## config.mk

```make
export PLATFORM = sky130hd
export DESIGN_NAME = mole_display_driver
export DESIGN_NICKNAME = d
export VERILOG_FILES = /design/src/rtl/mole_display_driver.sv
export SDC_FILE = /design/constraint.sdc
export NUM_CORES = 1
export LEC_CHECK = 0
export ABC_AREA = 1
export CAP_MARGIN = 10
export CORE_MARGIN = 4
export CORE_UTILIZATION = 62
export CTS_CLUSTER_SIZE = 30
export DETAILED_ROUTE_END_ITERATION = 10
export PLACE_DENSITY_LB_ADDON = 0.08
export SYNTH_ARGS = -nofsm -noshare
export SYNTH_HDL_FRONTEND = slang
export SYNTH_SLANG_ARGS = --single-unit
```

## constraint.sdc

```tcl
create_clock -name clk -period 2.19 [get_ports clk]
set_input_delay 0.657 -clock clk [delete_from_list [all_inputs] [get_ports clk]]
set_output_delay 0.657 -clock clk [all_outputs]
set_load 0.02 [all_outputs]
```

## src/rtl/mole_display_driver.sv

```systemverilog
// mole_display_driver
// Column-multiplexed scan driver for the 3x3 mole LED matrix. Cell i sits at
// row i/3, column i%3, the same indexing the keypad scanner uses. Patterns are
// double-buffered: a load fills the pending registers, and those move into the
// active registers only at a frame boundary, so a frame never shows two
// different patterns. Masked cells blink with a half-period of BLINK_FRAMES
// frames.
//
// Ports
//   clk         system clock
//   reset       asynchronous, active-low
//   load        single-cycle capture request for pattern/blink_mask
//   pattern     bit i lights cell i
//   blink_mask  bit i makes cell i blink (only where pattern bit is set)
//   busy        a pending pattern is waiting for the next frame boundary
//   column      active-low column strobe, at most one bit low
//   row         active-high row drive for the strobed column
//   frame_tick  one-cycle pulse after each completed frame
module mole_display_driver #(
    parameter logic [15:0] SCAN_DIV     = 16'd8333,
    parameter logic [3:0]  BLANK        = 4'd4,
    parameter logic [7:0]  BLINK_FRAMES = 8'd60
) (
    input  logic       clk,
    input  logic       reset,
    input  logic       load,
    input  logic [8:0] pattern,
    input  logic [8:0] blink_mask,
    output logic       busy,
    output logic [2:0] column,
    output logic [2:0] row,
    output logic       frame_tick
);

    logic [15:0] prescaler;
    logic [1:0]  col;
    logic [7:0]  fcnt;
    logic        blink_phase;
    logic [8:0]  act_pat;
    logic [8:0]  act_mask;
    logic [8:0]  pend_pat;
    logic [8:0]  pend_mask;

    logic       tick;
    logic       boundary;
    logic       blanking;
    logic [8:0] visible;
    logic [2:0] drive_col;
    logic [2:0] drive_row;

    assign tick     = (prescaler == SCAN_DIV);
    assign boundary = tick && (col == 2'd2);
    // The first BLANK cycles of every slot stay dark so the previous column's
    // charge can bleed off before the next column is strobed.
    assign blanking = (prescaler < 16'(BLANK));
    assign visible  = act_pat & ~(act_mask & {9{blink_phase}});

    // Row r of the strobed column shows cell 3*r + col.
    always_comb begin
        drive_col = 3'b111;
        drive_row = 3'b000;
        case (col)
            2'd0: begin
                drive_col = 3'b110;
                drive_row = {visible[6], visible[3], visible[0]};
            end
            2'd1: begin
                drive_col = 3'b101;
                drive_row = {visible[7], visible[4], visible[1]};
            end
            2'd2: begin
                drive_col = 3'b011;
                drive_row = {visible[8], visible[5], visible[2]};
            end
            default: begin
                drive_col = 3'b111;
                drive_row = 3'b000;
            end
        endcase
    end

    always_ff @(posedge clk or negedge reset) begin
        if (!reset) begin
            prescaler   <= '0;
            col         <= '0;
            fcnt        <= '0;
            blink_phase <= 1'b0;
            act_pat     <= '0;
            act_mask    <= '0;
            pend_pat    <= '0;
            pend_mask   <= '0;
            busy        <= 1'b0;
            column      <= 3'b111;
            row         <= 3'b000;
            frame_tick  <= 1'b0;
        end else begin
            if (tick) begin
                prescaler <= '0;
                col       <= (col == 2'd2) ? 2'd0 : col + 2'd1;
            end else begin
                prescaler <= prescaler + 16'd1;
            end

            if (boundary) begin
                if (fcnt == BLINK_FRAMES - 8'd1) begin
                    fcnt        <= '0;
                    blink_phase <= ~blink_phase;
                end else begin
                    fcnt <= fcnt + 8'd1;
                end
            end

            // busy splits the two cases: while busy only the boundary swap can
            // act, while idle only a load can act. A load landing on a
            // boundary therefore waits a full frame before it is shown.
            if (busy) begin
                if (boundary) begin
                    act_pat  <= pend_pat;
                    act_mask <= pend_mask;
                    busy     <= 1'b0;
                end
            end else if (load) begin
                pend_pat  <= pattern;
                pend_mask <= blink_mask;
                busy      <= 1'b1;
            end

            frame_tick <= boundary;

            if (blanking) begin
                column <= 3'b111;
                row    <= 3'b000;
            end else begin
                column <= drive_col;
                row    <= drive_row;
            end
        end
    end

endmodule

```

## After elaboration in Yosys (flattened, before gate mapping)

Cells that the tools add are included.

- Output and inout port bits: 8
- Register bits after elaboration: 71
- Logic and storage cells: 40

- Order comparisons: 1
- Reductions and logical operators: 5
- Bitwise logic cells: 5
- Mux-type cells: 10
- Add/subtract/negate cells: 3
- Equality and inequality tests: 4

Operators by type and width:

| kind | count |
|---|---|
| 9-bit bitwise AND | 2 |
| 3-bit one-hot mux with 3 select lines | 2 |
| 16-bit by 1-bit adder with 16-bit output, second input constant | 1 |
| 16-bit by 14-bit equality test with 1-bit output, second input constant | 1 |
| 16-bit by 3-bit < comparator with 1-bit output, second input constant | 1 |
| 16-bit two-way mux | 1 |
| 9-bit NOT | 1 |
| 8-bit by 1-bit adder with 8-bit output, second input constant | 1 |
| 8-bit by 6-bit equality test with 1-bit output, second input constant | 1 |
| 8-bit two-way mux | 1 |
| 3-bit two-way mux | 2 |
| 2-bit AND reduction | 3 |
| 1-bit two-way mux | 3 |
| 2-bit by 1-bit adder with 2-bit output, second input constant | 1 |
| 2-bit by 1-bit equality test with 1-bit output, second input constant | 1 |
| 2-bit equality test, second input constant | 1 |
| 2-bit logical NOT | 1 |
| 2-bit two-way mux | 1 |
| 1-bit NOT | 2 |
| 1-bit logical AND | 1 |

## Longest topological paths before layout

Gate-level depths: netlist (run 1).

- Depth in word-level cells: 5
- Depth in mapped cells: 10
- Gate-level depth less buffers: 9

## Least setup slack after synthesis (run 1)

OpenSTA, ideal clock, no wires.

- Kind: input port to flip-flop
- From: input port load
- To: register pend_mask[0]
- Arrival time: 1.377 ns
- Path slack: 0.689 ns
- Cell stages on the path: 3
- Path buffers: 1
- Setup time: 0.125 ns
- Path through: nand2_2 buf_2 mux2_2

- Cells in the longest elaborated chain, start to end: 1

Ends and longest elaborated chain:

| what | line | source |
|---|---|---|
| start, declared | 26 | `input logic load,` |
| 2-bit AND reduction (no line) | - |  |
| end signal, assigned | 124 | `pend_mask <= blink_mask;` |
| end, declared | 42 | `logic [8:0] pend_mask;` |

Every way passes these cells.
A chain may end at the register's enable or synchronous reset.

## Final worst setup path (run 1)

- From: register column[1]
- To: output port column[1]

RTL lines:

| what | line | source |
|---|---|---|
| start, declared | 30 | `output logic [2:0] column,` |
| start signal, assigned | 134 | `column <= drive_col;` |

No word-level cell between the ends.

==> flow_metrics.py, run 1 <==
metrics = {
    "worst_setup_path": {
        "r2r_slack_ps": 440,
        "crit_family": "buffers and inverters",
        "endpoint_kind": "output pin",
        "crit_required_ps": 1530,
        "worstSetupStartpointType": "flip-flop",
        "crit_type": "flip-flop to output pin",
        "r2r_cells": 8,
        "path_cells": "clkdlybuf4s50_1",
        "cp_num_buf_inv": 1,
        "cp_slowest_cell": "clkdlybuf4s50_1",
        "slowest_delay_ps": 590,
        "cp.arrival_ps": 1460,
        "timing.rr.start": "prescaler[1]",
        "critical_path.max_fanout": 1,
        "r2r_end": "act_pat[0]",
    },
    "timing": {
        "fmax_mhz": 473,
        "post-route-period-util_pct": 96.5,
        "tns_ps": 0,
        "holdWs_ps": 300,
        "fin_skew_ps": 6.57,
        "worst_slew_pin_slew_ps": 485,
        "slew_headroom_pct": 67.6,
        "report.final.setup_viol": 0,
        "drv_slew": 0,
        "hold_viol_final": 0,
        "period_minus_slack_ps": 2110,
        "rsz0062_at_grt": "no",
    },
    "global_route": {
        "gr-usage-all-layers_pct": 21.8,
        "grt-ovfl-total": 0,
        "grt_max_degree": 72,
        "grt_pass1_vias": 2554,
        "grt_pass1_wl_um": 10900,
        "grt_antenna_before_repair": 0,
    },
    "floorplanning": {
        "coreArea_um2": 5200,
        "initial_core_util_pct": 65.3,
        "die_h_um": 82.0,
        "io_pins": 29,
        "die_area_um2": 6730,
        "die_width_um": 82.0,
        "num_rows": 26,
    },
    "drt": {
        "maxUsedRoutingLayer": "met4",
        "antenna_left": 0,
        "drtIter0Drc": 110,
        "wl_met1_um": 2680,
        "wl_um": 6440,
        "viasPerCell": 5.17,
        "dr.pass1.iters": 4,
        "routedWlPerCell_um": 13.0,
        "wl_met3_um": 224,
        "vias": 2558,
        "wl_met2_um": 3370,
        "drc": 0,
    },
    "power": {
        "p_total_uw": 2360,
        "p_leak_uw": 0.00203,
        "ir_worst_vdd_mv": 0.513,
        "powerDensity_nw_per_um2": 606,
    },
    "clock_tree": {
        "postCtsSetupRepairBufs": 0,
        "htreeDepth": 3,
        "cts-hold-fix-buffers": 0,
        "clock_latency_ps": 350,
        "clock_path_buffers": 2,
        "clock_sinks": 71,
        "clock-root-buffer": "clkbuf_8",
        "post_cts_resized": 0,
        "cts_tree": "yes",
        "cts.clk_slew.worst_paths_ps": 70,
        "cts_made_buffers": 9,
    },
    "synth": {
        "syn_area_per_cell_um2": 8.76,
        "yosysSeqAreaShare_pct": 52.4,
        "yosysTopAreaCell": "dfrtp_1",
        "synthTopCellsByArea": "dfrtp_1 50%, nand2_1 13%, nand3_1 6.5%, mux2_2 6.0%, nor2_1 4.4%",
        "yosysTopAreaCellShare_pct": 50.1,
        "yosysUniqueCellTypes": 29,
        "synthCells": 388,
        "synth_seq_cells": 71,
        "syn_area_um2": 3400,
        "yosys_warnings": 0,
        "syn-num-nets": 412,
    },
    "placement": {
        "place.gp.congestion": 0.823,
        "placed_area_um2": 3720,
        "numPortBuffers": 28,
        "dpl.hpwl_um": 4510,
    },
    "layout": {
        "design_area_um2": 3900,
        "register_area_um2": 1780,
        "final_nets": 444,
        "antenna_cells": 0,
        "nFillCells": 396,
        "multi_input_area_um2": 1400,
        "drive_above_1_share_pct": 13.2,
        "area_delta_synth_final_pct": 14.8,
    },
    "flow_run": {
        "drv_cap": 0,
    },
    "worst_hold_path": {
        "hold_path_class": "input pin to async pin",
    },
    "status": {
        "status": "completed",
    },
}
[synth_stat cells]
library cell and instances:
inv_2 2, dfrtp_1 68, nand2_4 1, o21bai_1 2, a21oi_1 1, or2_2 1, buf_4 3, o21ai_0 2
xor2_1 9, nand4_1 5, buf_6 3, nor2_1 40, nor4_1 1, nand4_4 1, nor2_4 4, o21ai_1 2
clkbuf_1 1, xnor2_1 2, nor3_1 3, nand3_1 44, dfstp_2 3, nand3_2 2, inv_1 36, ha_1 3
nor2_2 4, nand2_2 2, buf_2 3, mux2_2 18, nand2_1 122
[cell type report]
cell class	count	area share, %
timing repair buffer	31	7.95
clock buffer	11	3.37
clock inverter	5	1.28
inverter	38	3.66
tap	70	2.25
multi-input combinational	269	35.9
sequential	71	45.6
[worst max-delay path by stage]
| stage | to | cells past startpoint | slack, ps | from |
|---|---|---|---|---|
| after CTS | column[1] | 1 | 60 | column[1] |
| final | column[1] | 1 | 80 | column[1] |
| after global routing | column[1] | 1 | 40 | column[1] |
| after floorplan | pend_mask[0] | 3 | 690 | load |
| after detailed placement | pend_pat[2] | 3 | 220 | load |
| after global placement | pend_pat[2] | 3 | 250 | load |
[power by group]
part | switching (µW) | total (µW) | leakage (µW) | internal (µW)
Clock | 472 | 991 | 0.0000968 | 519
Combinational | 29.0 | 62.8 | 0.000973 | 33.8
Sequential | 0 | 1310 | 0.000962 | 1310
Total | 501 | 2360 | 0.00203 | 1860
[state kept, by name, indices dropped and copies added (netlist names)]
name and count:
busy 1, blink_phase 1, pend_mask 9, pend_pat 9
fcnt 8, act_pat 9, frame_tick 1, act_mask 9
row 3, column 3, prescaler 16, col 2
[logic make-up after synthesis]
group                      count (synthesis)  share of synthesized area (%)
AOI/OAI and AO/OA                          7                           1.18
xor gates and xnor gates                  11                           2.84
adders and majority gates                  3                           1.11
buffers and inverters                     48                           6.41
DFF                                       71                           52.4
muxes                                     18                           5.97
and+or+nand+nor                          230                           30.1
[metal layers]
metal	track usage [%]	vias to the layer above
met1	24.4	1218
li1	-	1283
met2	39.0	43
met5	0	-
met3	4.06	14
met4	11.5	0
[through the flow]
stage / instances / utilization, % / worst slack, ps
2_1_floorplan: 388 / - / 689
3_3_place_gp: 479 / 71.5 / 255
3_5_place_dp: 479 / 71.5 / 220
4_1_cts: 495 / 75.0 / 58.6
5_1_grt: 495 / 75.0 / 43.2
6_report: 495 / 75.0 / 77.2
[layout by cell type (no fill, tap or decap), types with 2 or more instances in the layout]
cell type	count
nand4_1	5
xnor2_1	2
nor2_2	4
inv_1	36
mux2_2	18
o21bai_1	2
dfstp_2	3
ha_1	3
nand3_1	44
nor3_1	3
clkinv_2	4
nand3_2	2
o21ai_0	2
dfrtp_1	68
clkdlybuf4s50_1	27
clkbuf_8	9
buf_4	2
clkbuf_1	2
nor2_1	40
xor2_1	9
inv_2	2
nand2_1	122
o21ai_1	2
nand2_2	2
nor2_4	4
No activity file was read; power rests on OpenSTA's default activity.
==> inputs of run 2 (changes only) <==
--- a/config.mk
+++ b/config.mk
@@ -11,6 +11,7 @@
 export CORE_UTILIZATION = 62
 export CTS_CLUSTER_SIZE = 30
 export DETAILED_ROUTE_END_ITERATION = 10
+export MAX_ROUTING_LAYER = met4
 export PLACE_DENSITY_LB_ADDON = 0.08
 export SYNTH_ARGS = -nofsm -noshare
 export SYNTH_HDL_FRONTEND = slang
==> run 2 against run 1 <==
Compared with the run above:
- first-iteration DRC count increased by 5.5%
- register-to-register slack about the same
- global-route usage increased by 0.63 points
- combinational power about the same
- non-clock buffer count unchanged
- clock power about the same
- core utilization unchanged
- count of clock-buffer cells in the layout unchanged
- worst hold slack improved by 8.3 ps
- wire length about the same
- critical path type unchanged
==> flow_metrics.py, run 2 (same netlist as run 1, synthesis figures left out) <==
metrics = {
    "status": {
        "status": "completed",
    },
    "worst_setup_path": {
        "cp_num_buf_inv": 1,
        "crit_required_ps": 1530,
        "crit_family": "buffers and inverters",
        "worstSetupStartpointType": "flip-flop",
        "critical_path.max_fanout": 1,
        "cp.arrival_ps": 1460,
        "crit_type": "flip-flop to output pin",
        "path_cells": "clkdlybuf4s50_1",
        "endpoint_kind": "output pin",
        "cp_slowest_cell": "clkdlybuf4s50_1",
        "slowest_delay_ps": 590,
    },
    "clock_tree": {
        "clock_path_buffers": 2,
        "postCtsSetupRepairBufs": 0,
        "cts_made_buffers": 9,
        "cts-hold-fix-buffers": 0,
        "cts.clk_slew.worst_paths_ps": 70,
        "clock-root-buffer": "clkbuf_8",
        "post_cts_resized": 0,
        "clock_latency_ps": 350,
        "htreeDepth": 3,
        "cts_tree": "yes",
        "clock_sinks": 71,
    },
    "global_route": {
        "grt_pass1_vias": 2555,
        "grt_antenna_before_repair": 0,
        "grt_pass1_wl_um": 10900,
        "grt-ovfl-total": 0,
        "grt_max_degree": 72,
        "gr-usage-all-layers_pct": 22.4,
    },
    "drt": {
        "viasPerCell": 5.19,
        "dr.pass1.iters": 4,
        "vias": 2571,
        "drtIter0Drc": 116,
        "wl_um": 6440,
        "antenna_left": 0,
        "routedWlPerCell_um": 13.0,
        "drc": 0,
    },
    "placement": {
        "numPortBuffers": 28,
        "dpl.hpwl_um": 4510,
        "place.gp.congestion": 0.835,
    },
    "floorplanning": {
        "io_pins": 29,
        "coreArea_um2": 5200,
        "num_rows": 26,
        "die_h_um": 82.0,
        "die_area_um2": 6730,
        "die_width_um": 82.0,
        "initial_core_util_pct": 65.3,
    },
    "layout": {
        "final_common_cell": "nand2_1",
        "largest_reg_flops": 16,
        "final_cell_mix": "122 x nand2_1, 68 x dfrtp_1, 44 x nand3_1",
        "antenna_cells": 0,
        "drive_above_1_share_pct": 13.2,
        "top_register": "prescaler",
        "finish.utilization_pct": 75.0,
        "area_delta_synth_final_pct": 14.8,
        "register_area_um2": 1780,
        "final_nets": 444,
        "multi_input_area_um2": 1400,
        "nFillCells": 396,
    },
    "timing": {
        "hold_viol_final": 0,
        "fin_skew_ps": 6.21,
        "slew_headroom_pct": 67.7,
        "worst_slew_pin_slew_ps": 483,
        "drv_slew": 0,
        "rsz0062_at_grt": "no",
        "post-route-period-util_pct": 96.5,
        "report.final.setup_viol": 0,
        "tns_ps": 0,
        "period_minus_slack_ps": 2110,
        "fmax_mhz": 473,
    },
    "power": {
        "ir_worst_vdd_mv": 0.513,
        "powerDensity_nw_per_um2": 607,
        "p_leak_uw": 0.00203,
        "p_total_uw": 2370,
    },
    "flow_run": {
        "drv_cap": 0,
    },
    "worst_hold_path": {
        "hold_path_class": "input pin to async pin",
    },
}
-- run 2: cell counts in the layout (fill, tap and decap cells not counted) --
Identical to the previous run, type by type.
-- run 2: worst paths after layout --
kind	start	end	slack (ps)	cells after the start
max in group asynchronous	reset	column[1]	1550	2
max reg2reg	prescaler[1]	act_pat[0]	440	8
min in group clk	act_mask[0]	act_mask[0]	480	2
max	column[1]	column[1]	80	1
min	reset	fcnt[2]	310	2
min reg2reg	act_mask[0]	act_mask[0]	480	2
-- run 2: routing by layer --
metal | part of all wire [%] | vias up | global-route usage, % | routed length [µm]
li1 | - | 1282 | - | -
met1 | 41 | 1224 | 24.4 | 2670
met2 | 53 | 50 | 39.0 | 3380
met3 | 3.5 | 15 | 4.06 | 224
met4 | 2.5 | 0 | 11.5 | 159
met5 | 0 | - | - | 0
-- run 2: power breakdown --
| group | leakage, µW | internal, µW | total [µW] | switching, µW |
|---|---|---|---|---|
| sequential | 0.000962 | 1310 | 1310 | 0 |
| combinational | 0.000973 | 33.8 | 62.9 | 29.0 |
| clock | 0.0000968 | 519 | 993 | 475 |
| total | 0.00203 | 1860 | 2370 | 504 |
-- run 2: final cells by class --
class | instances | area share [%]
inverter | 38 | 3.66
clock buffer | 11 | 3.37
tap | 70 | 2.25
timing repair buffer | 31 | 7.95
sequential | 71 | 45.6
clock inverter | 5 | 1.28
multi-input combinational | 269 | 35.9
-- run 2: through the flow --
step | area [µm²] | worst slack [ps] | hold WS (ps) | instances
6_report | 3900 | 75.9 | 308 | 495
5_1_grt | 3900 | 43.2 | 350 | 495
4_1_cts | 3900 | 58.6 | 331 | 495
3_5_place_dp | 3720 | 220 | 465 | 479
3_3_place_gp | 3720 | 255 | 465 | 479
2_1_floorplan | 3400 | 689 | 361 | 388
==> inputs of run 3 (changes only) <==
--- a/config.mk
+++ b/config.mk
@@ -8,7 +8,7 @@
 export ABC_AREA = 1
 export CAP_MARGIN = 10
 export CORE_MARGIN = 4
-export CORE_UTILIZATION = 62
+export CORE_UTILIZATION = 60
 export CTS_CLUSTER_SIZE = 30
 export DETAILED_ROUTE_END_ITERATION = 10
 export MAX_ROUTING_LAYER = met4
==> run 3 against run 2 <==
Compared with the run above:
- combinational power decreased by 0.6%
- worst setup slack better by 9.1 ps
- flip-flop and latch count stayed put
- count of clock-buffer cells in the layout increased by 1
- wire length is 0.81% lower
- final cell count grew 0.20%
==> flow_metrics.py, run 3 (same netlist as run 1, synthesis figures left out) <==
metrics = {
    "drt": {
        "wl_um": 6380,
        "drtIter0Drc": 119,
        "viasPerCell": 5.22,
        "dr.pass1.iters": 4,
        "routedWlPerCell_um": 12.9,
        "drc": 0,
        "vias": 2588,
        "antenna_left": 0,
    },
    "global_route": {
        "grt_pass1_vias": 2589,
        "grt_pass1_wl_um": 11400,
        "grt_max_degree": 72,
        "grt-ovfl-total": 0,
        "gr-usage-all-layers_pct": 20.9,
        "grt_antenna_before_repair": 0,
    },
    "clock_tree": {
        "cts.clk_slew.worst_paths_ps": 70,
        "clock_sinks": 71,
        "cts_made_buffers": 9,
        "cts_tree": "yes",
        "postCtsSetupRepairBufs": 0,
        "clock_path_buffers": 2,
        "htreeDepth": 3,
        "post_cts_resized": 0,
        "cts-hold-fix-buffers": 0,
        "clock_latency_ps": 340,
        "clock-root-buffer": "clkbuf_8",
    },
    "worst_setup_path": {
        "crit_required_ps": 1530,
        "r2r_slack_ps": 430,
        "critical_path_depth": 1,
        "slowest_delay_ps": 590,
        "crit_type": "flip-flop to output pin",
        "r2r_end": "act_pat[0]",
        "path_cells": "clkdlybuf4s50_1",
        "worstSetupStartpointType": "flip-flop",
        "cp.arrival_ps": 1450,
        "cp-startpoint": "column[0]",
        "critical_path.max_fanout": 1,
        "cp_num_buf_inv": 1,
        "endpoint_kind": "output pin",
        "cp_slowest_cell": "clkdlybuf4s50_1",
        "r2r_cells": 8,
        "timing.rr.start": "prescaler[1]",
        "crit_family": "buffers and inverters",
    },
    "placement": {
        "dpl.hpwl_um": 4370,
        "place.gp.congestion": 0.846,
        "numPortBuffers": 28,
    },
    "power": {
        "ir_worst_vdd_mv": 0.394,
        "powerDensity_nw_per_um2": 617,
        "p_total_uw": 2420,
        "p_leak_uw": 0.00203,
    },
    "floorplanning": {
        "io_pins": 29,
        "die_area_um2": 6930,
        "die_h_um": 83.2,
        "die_width_um": 83.2,
        "num_rows": 27,
        "initial_core_util_pct": 61.7,
        "coreArea_um2": 5510,
    },
    "status": {
        "status": "completed",
    },
    "timing": {
        "hold_viol_final": 0,
        "post-route-period-util_pct": 96.1,
        "fmax_mhz": 475,
        "report.final.setup_viol": 0,
        "slew_headroom_pct": 66.8,
        "period_minus_slack_ps": 2110,
        "worst_slew_pin_slew_ps": 496,
        "rsz0062_at_grt": "no",
        "drv_slew": 0,
        "fin_skew_ps": 7.81,
        "tns_ps": 0,
    },
    "layout": {
        "drive_above_1_share_pct": 13.2,
        "largest_reg_flops": 16,
        "final_nets": 444,
        "antenna_cells": 0,
        "area_delta_synth_final_pct": 15.4,
        "top_register": "prescaler",
        "final_common_cell": "nand2_1",
        "final_cell_mix": "122 x nand2_1, 68 x dfrtp_1, 44 x nand3_1",
    },
    "flow_run": {
        "drv_cap": 0,
    },
    "worst_hold_path": {
        "hold_path_class": "input pin to async pin",
    },
}
-- run 3: cell types whose count changed in the layout (fill, tap and decap cells not counted), sizes merged --
cell / before / now
clkbuf: 11 / 12
clkinv: 4 / 1
clkinvlp: 0 / 1
-- run 3: metal layers --
| metal | routed length (µm) | share of wire [%] | up-vias | GRT usage, % |
|---|---|---|---|---|
| met3 | 249 | 3.9 | 8 | 3.97 |
| met5 | 0 | 0 | - | - |
| met2 | 3330 | 52 | 45 | 35.9 |
| li1 | - | - | 1284 | - |
| met4 | 97 | 1.5 | 0 | 11.0 |
| met1 | 2700 | 42 | 1251 | 22.9 |
-- run 3: power by group --
group          total (µW)  internal [µW]  switching [µW]
Clock                1040            581             464
Combinational        62.5           33.7            28.8
Sequential           1310           1310               0
Total                2420           1930             493
-- run 3: worst max-delay path by stage --
| stage | to |
|---|---|
| floorplan | pend_mask[0] |
| global placement | pend_pat[1] |
| detailed placement | pend_pat[7] |
| CTS | column[0] |
| global route | column[0] |
| finish | column[0] |
-- run 3: final cells by class --
cell class                 count  area (µm²)
inverter                      38         143
clock inverter                 3        42.5
sequential                    71        1780
clock buffer                  12         155
timing repair buffer          31         310
fill                         441        1590
tap                           72        90.1
multi-input combinational    269        1400
-- run 3: stage by stage --
stage                     hold WS [ps]  worst slack, ps  util (%)  cell area (µm²)  instances
after floorplan                    361              689         -             3400        388
after global placement             466              278      67.6             3720        481
after detailed placement           469              256      67.6             3720        481
after CTS                          342             61.2      71.2             3920        496
after global routing               359             48.6      71.2             3920        496
final                              329             85.0      71.2             3920        496
